$ cat src/rtl/clkdiv_ramp.sv
// clkdiv_ramp: steps a programmable clock divider's ratio toward a requested
// target one bounded step at a time. After each step it waits for the divider
// to signal the transition (div_busy high, then low) and then dwells a number
// of divider output periods, so downstream clocks never see a large jump.
//
// Optional build macro: CLKDIV_RAMP_ABORT_EN adds an 'abort' input that ends
// a ramp early, holding the ratio reached so far.
module clkdiv_ramp #(
    parameter int n        = 4,   // ratio width
    parameter int STEP     = 1,   // largest ratio change per step
    parameter int DWELL    = 4,   // output periods held per ratio (>= 1)
    parameter int TMO      = 16,  // cycles allowed for div_busy to rise
    parameter int DIV_INIT = 0    // ratio after reset (0 = output disabled)
) (
    input  logic         clk,
    input  logic         reset,
`ifdef CLKDIV_RAMP_ABORT_EN
    input  logic         abort,
`endif
    input  logic [n-1:0] target,
    input  logic         start,
    output logic [n-1:0] div,
    input  logic         div_busy,
    input  logic         div_clk,
    output logic         busy,
    output logic         done,
    output logic         timeout
);

    // One counter serves both the settle timeout and the dwell count.
    localparam int              CNT_MAX    = (TMO > DWELL) ? TMO : DWELL;
    localparam int              CW         = $clog2(CNT_MAX + 1);
    localparam logic [CW-1:0]   TMO_LAST   = CW'(TMO - 1);
    localparam logic [CW-1:0]   DWELL_LAST = CW'(DWELL - 1);
    localparam logic [n-1:0]    DIV_RST    = n'(DIV_INIT);

    typedef enum logic [2:0] {
        S_IDLE,
        S_STEP,
        S_SETTLE_HI,
        S_SETTLE_LO,
        S_DWELL,
        S_DONE
    } state_t;

    state_t          r_state;
    logic [n-1:0]    r_div;
    logic [n-1:0]    r_target;
    logic [CW-1:0]   r_cnt;
    logic            r_busy;
    logic            r_done;
    logic            r_timeout;
    logic            r_pending;   // start seen during DONE, served from IDLE
    logic            r_div_clk_q;

    logic [n-1:0]    w_tgt;
    logic            w_up;
    logic [n-1:0]    w_dist;
    logic [n-1:0]    w_step_sz;
    logic [n-1:0]    w_next_div;
    logic            w_edge;
    logic            w_tick;
    logic            w_ramping;
    logic            w_abort;

    // A start arriving this cycle retargets immediately, so every decision
    // made this cycle already uses the new target.
    assign w_tgt      = start ? target : r_target;
    assign w_up       = (w_tgt > r_div);
    assign w_dist     = w_up ? (w_tgt - r_div) : (r_div - w_tgt);
    // Clamping the step to the remaining distance rules out overshoot and wrap.
    assign w_step_sz  = (int'(w_dist) > STEP) ? n'(STEP) : w_dist;
    assign w_next_div = w_up ? (r_div + w_step_sz) : (r_div - w_step_sz);

    // Ratio 0 has no output and ratio 1 is a passthrough, so clk cycles are
    // counted instead of div_clk edges there.
    assign w_edge     = div_clk & ~r_div_clk_q;
    assign w_tick     = (r_div <= n'(1)) | w_edge;

    assign w_ramping  = (r_state == S_STEP)      || (r_state == S_SETTLE_HI) ||
                        (r_state == S_SETTLE_LO) || (r_state == S_DWELL);

`ifdef CLKDIV_RAMP_ABORT_EN
    assign w_abort    = abort & w_ramping;
`else
    assign w_abort    = 1'b0;
`endif

    // Delayed div_clk sample for edge detection; kept running in every state
    // so the first dwell edge is never spurious.
    always_ff @(posedge clk) begin
        // NOTE: sequential state uses non-blocking assignments so every
        // register samples pre-edge values, independent of block ordering.
        r_div_clk_q <= reset ? 1'b0 : div_clk;
    end

    // Ramp sequencer: state, ratio, counters and registered status outputs.
    always_ff @(posedge clk) begin
        if (reset) begin
            r_state   <= S_IDLE;
            r_div     <= DIV_RST;
            r_target  <= DIV_RST;
            r_cnt     <= '0;
            r_busy    <= 1'b0;
            r_done    <= 1'b0;
            r_timeout <= 1'b0;
            r_pending <= 1'b0;
        end else begin
            r_done <= 1'b0;
            if (w_abort) begin
                // Freeze at the ratio reached; the DONE state reports it.
                r_target <= r_div;
                r_state  <= S_DONE;
            end else begin
                if (start && w_ramping) begin
                    r_target <= target;
                end
                case (r_state)
                    S_IDLE: begin
                        if (start || r_pending) begin
                            r_target  <= w_tgt;
                            r_timeout <= 1'b0;
                            r_busy    <= 1'b1;
                            r_pending <= 1'b0;
                            r_state   <= (w_tgt == r_div) ? S_DONE : S_STEP;
                        end
                    end
                    S_STEP: begin
                        r_div   <= w_next_div;
                        r_cnt   <= '0;
                        r_state <= S_SETTLE_HI;
                    end
                    S_SETTLE_HI: begin
                        if (div_busy) begin
                            r_state <= S_SETTLE_LO;
                        end else if (r_cnt == TMO_LAST) begin
                            r_timeout <= 1'b1;
                            r_cnt     <= '0;
                            r_state   <= S_DWELL;
                        end else begin
                            r_cnt <= r_cnt + 1'b1;
                        end
                    end
                    S_SETTLE_LO: begin
                        if (!div_busy) begin
                            r_cnt   <= '0;
                            r_state <= S_DWELL;
                        end
                    end
                    S_DWELL: begin
                        if (w_tick) begin
                            if (r_cnt == DWELL_LAST) begin
                                r_cnt   <= '0;
                                r_state <= (w_tgt != r_div) ? S_STEP : S_DONE;
                            end else begin
                                r_cnt <= r_cnt + 1'b1;
                            end
                        end
                    end
                    S_DONE: begin
                        r_done  <= 1'b1;
                        r_busy  <= 1'b0;
                        r_state <= S_IDLE;
                        if (start) begin
                            r_target  <= target;
                            r_pending <= 1'b1;
                        end
                    end
                    default: r_state <= S_IDLE;
                endcase
            end
        end
    end

    assign div     = r_div;
    assign busy    = r_busy;
    assign done    = r_done;
    assign timeout = r_timeout;

endmodule

$ cat config.mk
export PLATFORM = sky130hd
export DESIGN_NAME = clkdiv_ramp
export DESIGN_NICKNAME = d
export VERILOG_FILES = /design/src/rtl/clkdiv_ramp.sv
export SDC_FILE = /design/constraint.sdc
export NUM_CORES = 1
export LEC_CHECK = 0
export CORE_MARGIN = 1
export CORE_UTILIZATION = 61
export DETAILED_ROUTE_END_ITERATION = 7
export GPL_ROUTABILITY_DRIVEN = 0
export HOLD_SLACK_MARGIN = 0.05
export PLACE_DENSITY_LB_ADDON = 0.05
export SLEW_MARGIN = 20
export SYNTH_ARGS = -nofsm -noshare
export SYNTH_HDL_FRONTEND = slang
export SYNTH_SLANG_ARGS = --single-unit
$ cat constraint.sdc
create_clock -name clk -period 8.22 [get_ports clk]
set_input_delay 1.233 -clock clk [delete_from_list [all_inputs] [get_ports clk]]
set_output_delay 1.233 -clock clk [all_outputs]
set_load 0.005 [all_outputs]
== Yosys cells after proc, flatten, opt, wreduce, memory -nomap -nowiden ==
Index checks and enable logic that the tools add are counted.

* Logic and storage cells: 83
* Bits of input ports: 9
* Output and inout port bits: 7
* Register bits: 21

* Add/subtract/negate cells: 5
* Equal/unequal tests: 17
* Reduce and logical (&&, ||, !) cells: 14
* Order comparisons: 3
* Bitwise operators: 3
* Muxes and demuxes: 32

{| class="wikitable"
|+ Operators with widths
! cell !! number
|-
| $mux W4 || 7
|-
| $mux W5 || 5
|-
| $mux W3 || 8
|-
| $pmux W5 S4 || 1
|-
| $pmux W3 S5 || 1
|-
| $sub A4 B4 Y4 || 3
|-
| $ne A2 B2 Y1 const B || 5
|-
| $pmux W4 S2 || 1
|-
| $reduce_and A4 Y1 || 2
|-
| $eq A3 B2 Y1 const B || 2
|-
| $eq A3 B3 Y1 const B || 2
|-
| $mux W1 || 6
|-
| $pmux W1 S2 || 3
|-
| $add A5 B1 Y5 const B || 1
|-
| $eq A5 B2 Y1 const B || 1
|-
| $eq A5 B4 Y1 const B || 1
|-
| $reduce_and A5 Y1 || 1
|-
| $add A4 B4 Y4 || 1
|-
| $eq A4 B4 Y1 || 1
|-
| $gt A4 B1 Y1 const B || 1
|-
| $gt A4 B4 Y1 || 1
|-
| $le A4 B1 Y1 const B || 1
|-
| $logic_or A1 B1 Y1 || 4
|-
| $ne A2 B1 Y1 const B || 2
|-
| 12 further kinds || 13
|}

== Depth between registers and ports, before layout ==
Gate-level depths: netlist of the first run.

* Depth after elaboration: 8
* Gate-level depth with buffers: 19
* Gate-level depth less buffers: 18

== Worst setup path before layout of the first run ==
No wires, ideal clock.

* Path kind: input-to-reg
* Start: input port start
* End: register r_div[3], in the netlist div[3]
* Arrival time: 4.866 ns
* Library setup time: 0.123 ns
* Cell stages on the path: 19
* Path slack: 3.230 ns
* Buffers on the path: 2
* Required time: 8.097 ns
* Cells stage by stage: clkbuf_1 mux2i_1 inv_1 ha_1 buf_6 nor2b_4 o311a_4 or3_1 a21oi_1 o21a_1 ha_1 and2_1 inv_1 ha_1 nand3b_1 a21oi_1 mux2_4 a221oi_2 mux2_1

* Longest elaborated chain between the ends: 7
* Elaborated cells on any way between the ends: 10
* Those cells by class: 4 x add/sub; 2 x order compare; 4 x mux

{| class="wikitable"
|+ Ends and longest elaborated chain
! item !! line !! RTL
|-
| from (decl) || 21 || <nowiki>input logic start,</nowiki>
|-
| $mux W4 * || 68 || <nowiki>assign w_tgt = start ? target : r_target;</nowiki>
|-
| $sub A4 B4 Y4 / $gt A4 B4 Y1 (equally long branches) || 70, 69 ||
|-
| $mux W4 || 70 || <nowiki>assign w_dist = w_up ? (w_tgt - r_div) : (r_div - w_tgt);</nowiki>
|-
| $gt A4 B1 Y1 || 72 || <nowiki>assign w_step_sz = (int'(w_dist) > STEP) ? n'(STEP) : w_dist;</nowiki>
|-
| $mux W4 || 72 ||
|-
| $sub A4 B4 Y4 / $add A4 B4 Y4 (equally long branches) || 73 || <nowiki>assign w_next_div = w_up ? (r_div + w_step_sz) : (r_div - w_step_sz);</nowiki>
|-
| $mux W4 * || 73 ||
|-
| to (signal assigned) || 129 || <nowiki>r_div <= w_next_div;</nowiki>
|-
| to (decl) || 47 || <nowiki>logic [n-1:0] r_div;</nowiki>
|}

Every way passes the cells marked *; elsewhere a longest branch is shown, timed or not.
A chain may end at the register's enable or synchronous reset.

== Final worst setup path of the first run ==
Ends and elaborated chain as after synthesis.

==> summary.txt, run 1 <==
Placement
  – Placed cell count: 218
  – Port bufs: 15
  – Post-detailed-placement half-perimeter wirelength: about 2500 µm
  – Worst slack, placed: roughly 2.5 ns

Yosys
  – Post-synth top area cell: sky130_fd_sc_hd__dfxtp_1
  – Count of unique library cells instantiated by Yosys: 49
  – EDFF count, synth: 0
  – Synth Area per Inst: 8.59 µm²
  – Part of the Yosys area used for sequential elements: 26.9%
  – Count of mapped cells out of synthesis: around 180
  – Share of the synthesized area in the top cell type: between 20% and 30%
  – Synth Cell Area: 1560 µm²
  – Dominant register cell in the synthesized netlist: sky130_fd_sc_hd__dfxtp_1
  – Number of nets produced by synthesis: around 210
  – Proportion of register bits with asynchronous set or reset after synthesis: 0%
  – Leading post-synthesis cells by cell area: sky130_fd_sc_hd__dfxtp_1, sky130_fd_sc_hd__ha_1, sky130_fd_sc_hd__mux2i_1
  – Number of flip-flops and latches in the synthesized netlist: 21
  – Warnings from Yosys: 0

Worst setup path
  – Crit path DAT: 5.60 ns
  – Series of cell instances along the critical path: clkdlybuf4s50_1 -> mux2i_1 -> inv_1 -> ha_1 -> nor2b_4 -> o311a_4 -> or3_1 -> a21oi_1 -> o21a_1 -> ha_1 -> and2_1 -> inv_1 -> ha_1 -> nand3b_1 -> a21oi_1 -> mux2_4 -> a221oi_2 -> mux2_1
  – Most used cell along the critical path: sky130_fd_sc_hd__ha_1
  – Cell with the biggest individual delay on the critical path: sky130_fd_sc_hd__clkdlybuf4s50_1
  – Worst flop-to-flop path endpoint: div[3]$_SDFFE_PP0P_
  – Reg2Reg Depth: 17
  – Crit path max-delay family: compound AO/OA/AOI/OAI gates
  – Data required, critical path: 8.44 ns
  – Type of destination of the critical path: flip-flop
  – Critical path buffer and inverter count: 3
  – Worst Setup Start Kind: input port
  – Crit path kind: input port to flip-flop
  – Slack of the worst reg-to-reg path: 4.17 ns
  – CP max FO: 8
  – Peak per-stage delay on the critical path: 0.65 ns

Worst hold path
  – Worst hold path depth: 2
  – Worst hold path class: flip-flop to flip-flop
  – End of the worst hold path: timeout$_SDFFE_PP0P_
  – Hold Startpoint: timeout$_SDFFE_PP0P_

Drt
  – Total iterations of the first detailed-routing run: 4
  – ANT nets after route: 0
  – Ratio of routed vias to standard cells: 5.94
  – Starting DRT DRC Count: between 50 and 60
  – Aggregate routed wire length: 3350 µm
  – Final routed DRC violation total: 0
  – Routed wire length per instance: between 15 and 20 µm
  – Routed via count: 1318

Global route
  – Total overflow reported by the global router: 0
  – Global routing met3 resource utilization: approximately 2.9%
  – Global routing met2 resource utilization: 43.9%
  – Initial antenna violation count: 0
  – Grt met1 use: approximately 38%
  – Most heavily used metal layer in global routing: met2
  – Wire length of the first global-routing pass: 5550 µm
  – Number of global-route vias before repair: 1258
  – Combined global-route utilization of all metal layers: 27.4%
  – Pin count of the biggest net entering global routing: 23

Floorplanning
  – Die W: 52.6 µm
  – Die height: 52.6 µm
  – Area of the core region: 2320 µm²
  – Boundary pin count: 16
  – DIE AREA: 2770 µm²
  – Floorplan row count: 17
  – Starting density of the core: ~67%

CTS
  – Number of buffers inserted by hold repair at cts: 0
  – Clock tree buffer depth: 2
  – H-tree depth: 1
  – Post CTS Setup Buffer Count: 0
  – Clock Pin Slew Worst Setup and Hold Paths: between 0.1 and 0.15 ns
  – Number of gates given a new drive strength after cts: 0
  – Clock buffer count from CTS: 3
  – Root Buffer: sky130_fd_sc_hd__clkbuf_4
  – Clock latency on the worst-skew pair: 0.32 ns
  – Clk sinks: 21
  – CTS tree: yes

Timing
  – Final clock skew: 0.00569 ns
  – Final Cycle Share: roughly 65%
  – Setup repair after global routing missed its margin: false
  – Maximum clock frequency: 0.186 GHz
  – Minimum hold slack: 0.495 ns
  – Number of max-slew violations in the final report: 0
  – Transition time of the tightest slew-check pin: just under 0.8 ns
  – Setup_tns: 0 ns
  – Setup-violating endpoint count in the final report: 0
  – Final min period: 5.37 ns
  – Worst slew slack as a fraction of its limit: 46.9%
  – Final worst slack: 2.85 ns
  – Final count of hold timing violations: 0

Power
  – Total Power: 0.609 mW
  – VDD IR max: around 0.29 mV
  – Leak Pwr: 0.700 nW
  – Reported net switching power: approximately 0.28 mW
  – Fraction of power consumed by sequential logic: 27.1%
  – Pwr Density: between 300 and 400 nW/µm²
  – Clock share of power: 8.8%
  – Proportion of power drawn by combinational gates: 64.1%
  – Cell internal pwr: 0.334 mW
  – Sw Share: between 40% and 50%

Final layout
  – FILL cells: 174
  – P&R area growth vs syn: 11.3%
  – Non-filler cells in the finished layout: 222
  – Number of nets in the layout: 221
  – Diode count: 0
  – Proportion of layout cells with a drive suffix above 1: 6.70%

Outcome
  – Status: complete, no violations

Run
  – Max Cap Violations: 0
[worst max-delay path by stage]
stage	end	slack (ns)	cells past startpoint	from
2_1_floorplan	div[3]$_SDFFE_PP0P_	3.23	19	start
3_3_place_gp	div[3]$_SDFFE_PP0P_	2.68	18	start
3_5_place_dp	div[3]$_SDFFE_PP0P_	2.54	18	start
4_1_cts	div[3]$_SDFFE_PP0P_	2.85	18	start
5_1_grt	div[3]$_SDFFE_PP0P_	2.57	17	start
6_report	div[3]$_SDFFE_PP0P_	2.85	18	start
[worst reg2reg max path, delay by kind of cell, from the launching register on]
family | cells | cell delay, ns
buffers and inverters | 1 | 0.07
adders and majority gates | 4 | 1.13
DFF | 1 | 0.35
and+or+nand+nor | 5 | 1.01
xor gates and xnor gates | 1 | 0.18
muxes | 3 | 0.71
AOI/OAI and AO/OA | 3 | 0.50
[synthesized netlist by cell type, types with 3 or more instances]
cell type and n:
sky130_fd_sc_hd__o21ai_0 5, sky130_fd_sc_hd__nor3_1 4, sky130_fd_sc_hd__clkbuf_1 4, sky130_fd_sc_hd__and2_1 3, sky130_fd_sc_hd__a21oi_1 15, sky130_fd_sc_hd__or3_1 3, sky130_fd_sc_hd__dfxtp_1 21, sky130_fd_sc_hd__nand2_1 4
sky130_fd_sc_hd__o21ai_1 5, sky130_fd_sc_hd__nand2b_1 4, sky130_fd_sc_hd__ha_1 14, sky130_fd_sc_hd__nor2b_1 7, sky130_fd_sc_hd__a211oi_1 4, sky130_fd_sc_hd__nand3_1 3, sky130_fd_sc_hd__o21a_1 3, sky130_fd_sc_hd__fa_1 3
sky130_fd_sc_hd__mux2i_1 8, sky130_fd_sc_hd__inv_1 15, sky130_fd_sc_hd__nor2_1 18, sky130_fd_sc_hd__nand3b_1 3
[per-stage QoR]
| stage | instance area (µm²) | util [%] |
|---|---|---|
| after floorplan | 1560 | - |
| after global placement | 1710 | 73.9 |
| after detailed placement | 1710 | 73.9 |
| after CTS | 1740 | 75.1 |
| after global routing | 1740 | 75.1 |
| final | 1740 | 75.1 |
[cells in the final DEF (no fill, tap or decap), drive strengths merged, types with 2 or more instances in the layout]
cell,n
fa,3
nor2b,8
a21oi,15
a22oi,2
nand3b,3
nor2,18
nor4b,2
ha,14
nand3,3
nand2,4
inv,15
dfxtp,21
nor3b,3
clkdlybuf4s50,15
mux2,3
nand2b,4
clkbuf,3
o21a,3
or3,3
a221oi,2
and2,3
xnor2,2
o22a,2
mux2i,8
o21ai,10
a211oi,4
nor3,4
[final cells by class]
type / instances / area, µm² / area share (%)
Sequential cell: 21 / 420 / 24.2
Tap cell: 28 / 35.0 / 2.01
Clock inverter: 1 / 5.00 / 0.288
Timing Repair Buffer: 15 / 150 / 8.63
Clock buffer: 3 / 22.5 / 1.29
Multi-Input combinational cell: 139 / 1050 / 60.4
Inverter: 15 / 56.3 / 3.24
[power groups by stage]
stage,clock [mW],combinational [mW],sequential [mW]
after global placement,0,0.368,0.165
after floorplan,0,0.311,0.147
final,0.0535,0.391,0.165
after CTS,0.0540,0.387,0.164
after detailed placement,0,0.384,0.166
after global routing,0.0556,0.434,0.171
[cell families (layout without fill, tap and decap cells)]
logic type	Yosys count	after routing	share of synthesized area [%]
other	1	1	0.240
XOR/XNOR	3	3	1.68
AO/OA/AOI/OAI	45	45	19.7
multiplexers	11	11	7.52
AND/OR/NAND/NOR	62	62	23.0
buffers and inverters	22	34	5.92
flip-flops	21	21	26.9
adder cells (fa/ha/maj)	17	17	15.0
[metal layers]
metal  vias up  wire (µm)
met3         5        164
met4         0         39
met2        38       1550
met5         -          0
li1        664          -
met1       611       1600
(Power assumes the default switching activity.)
==> inputs of run 2 (changes only) <==
--- a/config.mk
+++ b/config.mk
@@ -6,7 +6,7 @@
 export NUM_CORES = 1
 export LEC_CHECK = 0
 export CORE_MARGIN = 1
-export CORE_UTILIZATION = 61
+export CORE_UTILIZATION = 56
 export DETAILED_ROUTE_END_ITERATION = 7
 export GPL_ROUTABILITY_DRIVEN = 0
 export HOLD_SLACK_MARGIN = 0.05
==> constraint.sdc (replaced) <==
create_clock -name clk -period 5.3 [get_ports clk]
set_input_delay 0.795 -clock clk [delete_from_list [all_inputs] [get_ports clk]]
set_output_delay 0.795 -clock clk [all_outputs]
set_load 0.005 [all_outputs]
==> summary.txt, run 2 (synthesis gave the netlist of run 1 again) <==
Outcome
  – Status: complete, no violations

Worst setup path
  – Crit path kind: input port to flip-flop
  – Crit path DAT: between 4 and 5 ns
  – CP max FO: 8
  – Slack of the worst reg-to-reg path: around 1.2 ns
  – Data required, critical path: 5.49 ns
  – Type of destination of the critical path: flip-flop
  – Worst Setup Start Kind: input port

CTS
  – H-tree depth: 1
  – CTS tree: yes
  – Post CTS Setup Buffer Count: 0
  – Clock Pin Slew Worst Setup and Hold Paths: 0.12 ns
  – Root Buffer: sky130_fd_sc_hd__clkbuf_4
  – Clock tree buffer depth: 2
  – Clock buffer count from CTS: 3
  – Clock latency on the worst-skew pair: 0.30 ns
  – Clk sinks: 21

Floorplanning
  – Area of the core region: between 2000 and 3000 µm²
  – Starting density of the core: 60.9%
  – Boundary pin count: 16
  – Die W: 54.8 µm
  – Die height: between 50 and 60 µm
  – DIE AREA: 3010 µm²
  – Floorplan row count: 18

Drt
  – Wire length on met1: 1560 µm
  – Ratio of routed vias to standard cells: 5.93
  – Routed wire length per instance: 14.5 µm
  – Total iterations of the first detailed-routing run: 4
  – Detailed-routed wire length on met2: 1540 µm
  – Aggregate routed wire length: 3250 µm
  – Uppermost layer routed: met4
  – Final routed DRC violation total: 0
  – Routed via count: about 1300
  – Starting DRT DRC Count: 47
  – Met3 layer wire length in the routed design: 126 µm
  – ANT nets after route: 0

Final layout
  – Proportion of layout cells with a drive suffix above 1: ~6.7%
  – Number of nets in the layout: 222
  – Leading cell type in the layout, fill and taps excluded: sky130_fd_sc_hd__dfxtp_1
  – Commonest cells after routing, fill and taps aside: sky130_fd_sc_hd__dfxtp_1, sky130_fd_sc_hd__nor2_1, sky130_fd_sc_hd__a21oi_1, sky130_fd_sc_hd__inv_1
  – Diode count: 0
  – Final cell utilization of the core: 68.2%
  – P&R area growth vs syn: 12.0%
  – Non-filler cells in the finished layout: 225
  – FILL cells: 231

Timing
  – Setup_tns: 0 ns
  – Number of max-slew violations in the final report: 0
  – Final count of hold timing violations: 0
  – Worst slew slack as a fraction of its limit: 45.8%
  – Setup repair after global routing missed its margin: false
  – Final min period: 4.70 ns
  – Final worst slack: around 0.60 ns
  – Transition time of the tightest slew-check pin: a little over 0.8 ns
  – Maximum clock frequency: 0.213 GHz
  – Setup-violating endpoint count in the final report: 0
  – Final clock skew: between 0.007 and 0.008 ns
  – Final Cycle Share: 88.7%

Power
  – Pwr Density: 533 nW/µm²
  – VDD IR max: 0.391 mV
  – Total Power: a little over 0.9 mW
  – Leak Pwr: 0.711 nW

Global route
  – Number of global-route vias before repair: around 1200
  – Total overflow reported by the global router: 0
  – Pin count of the biggest net entering global routing: 23
  – Combined global-route utilization of all metal layers: between 20% and 30%
  – Wire length of the first global-routing pass: 5350 µm
  – Initial antenna violation count: 0

Placement
  – Placed cell count: 221
  – Post-detailed-placement half-perimeter wirelength: 2440 µm
  – Port bufs: 15
  – Worst slack, placed: -0.0514 ns

Run
  – Max Cap Violations: 0

Worst hold path
  – Worst hold path class: flip-flop to flip-flop
[run 2: path summary, 6_finish.rpt]
check / cells after the start / endpoint / start
hold / removal: 2 / timeout$_SDFFE_PP0P_ / timeout$_SDFFE_PP0P_
hold reg to reg: 2 / timeout$_SDFFE_PP0P_ / timeout$_SDFFE_PP0P_
setup / recovery: 18 / div[3]$_SDFFE_PP0P_ / target[2]
setup reg to reg: 17 / div[3]$_SDFFE_PP0P_ / flip-flop
[run 2: worst max-delay path, stage by stage]
cell	delay [ns]
sky130_fd_sc_hd__clkdlybuf4s50_1	0.42
sky130_fd_sc_hd__mux2i_1	0.24
sky130_fd_sc_hd__inv_1	0.07
sky130_fd_sc_hd__ha_1	0.40
sky130_fd_sc_hd__nor2b_4	0.18
sky130_fd_sc_hd__o311a_4	0.34
sky130_fd_sc_hd__or3_1	0.37
sky130_fd_sc_hd__a21oi_1	0.18
sky130_fd_sc_hd__o21a_1	0.14
sky130_fd_sc_hd__ha_1	0.21
sky130_fd_sc_hd__and2_1	0.16
sky130_fd_sc_hd__inv_1	0.06
sky130_fd_sc_hd__ha_1	0.22
sky130_fd_sc_hd__nand3b_1	0.12
sky130_fd_sc_hd__a21oi_1	0.09
sky130_fd_sc_hd__mux2_4	0.27
sky130_fd_sc_hd__a221oi_2	0.28
sky130_fd_sc_hd__mux2_1	0.35
[run 2: power breakdown]
group,switching (mW),internal (mW),total (mW)
Clock,0.0479,0.0293,0.0773
Sequential,0.0672,0.191,0.258
Combinational,0.302,0.296,0.598
[run 2: metal layers]
metal	vias to the layer above	track usage [%]
li1	669	-
met4	0	3.42
met2	30	42.2
met1	632	32.2
met5	-	0
met3	4	5.83
[run 2: what timing repair did]
action,CTS,global route
endpoints found under the setup margin,0,1
hold buffers,0,0
resized for setup,0,1
[run 2: layout make-up]
class                      count  area (µm²)  area share [%]
tap                           30        37.5            2.14
multi-input combinational    139        1050            60.0
clock buffer                   4        26.3            1.50
timing repair buffer          16         160            9.14
inverter                      15        56.3            3.21
sequential                    21         420            24.0
[run 2: stage by stage]
stage	hold slack (ns)	cell area, µm²
after global routing	0.516	1750
final	0.484	1750
after floorplan	0.456	1560
after global placement	0.467	1720
after CTS	0.486	1750
after detailed placement	0.470	1720
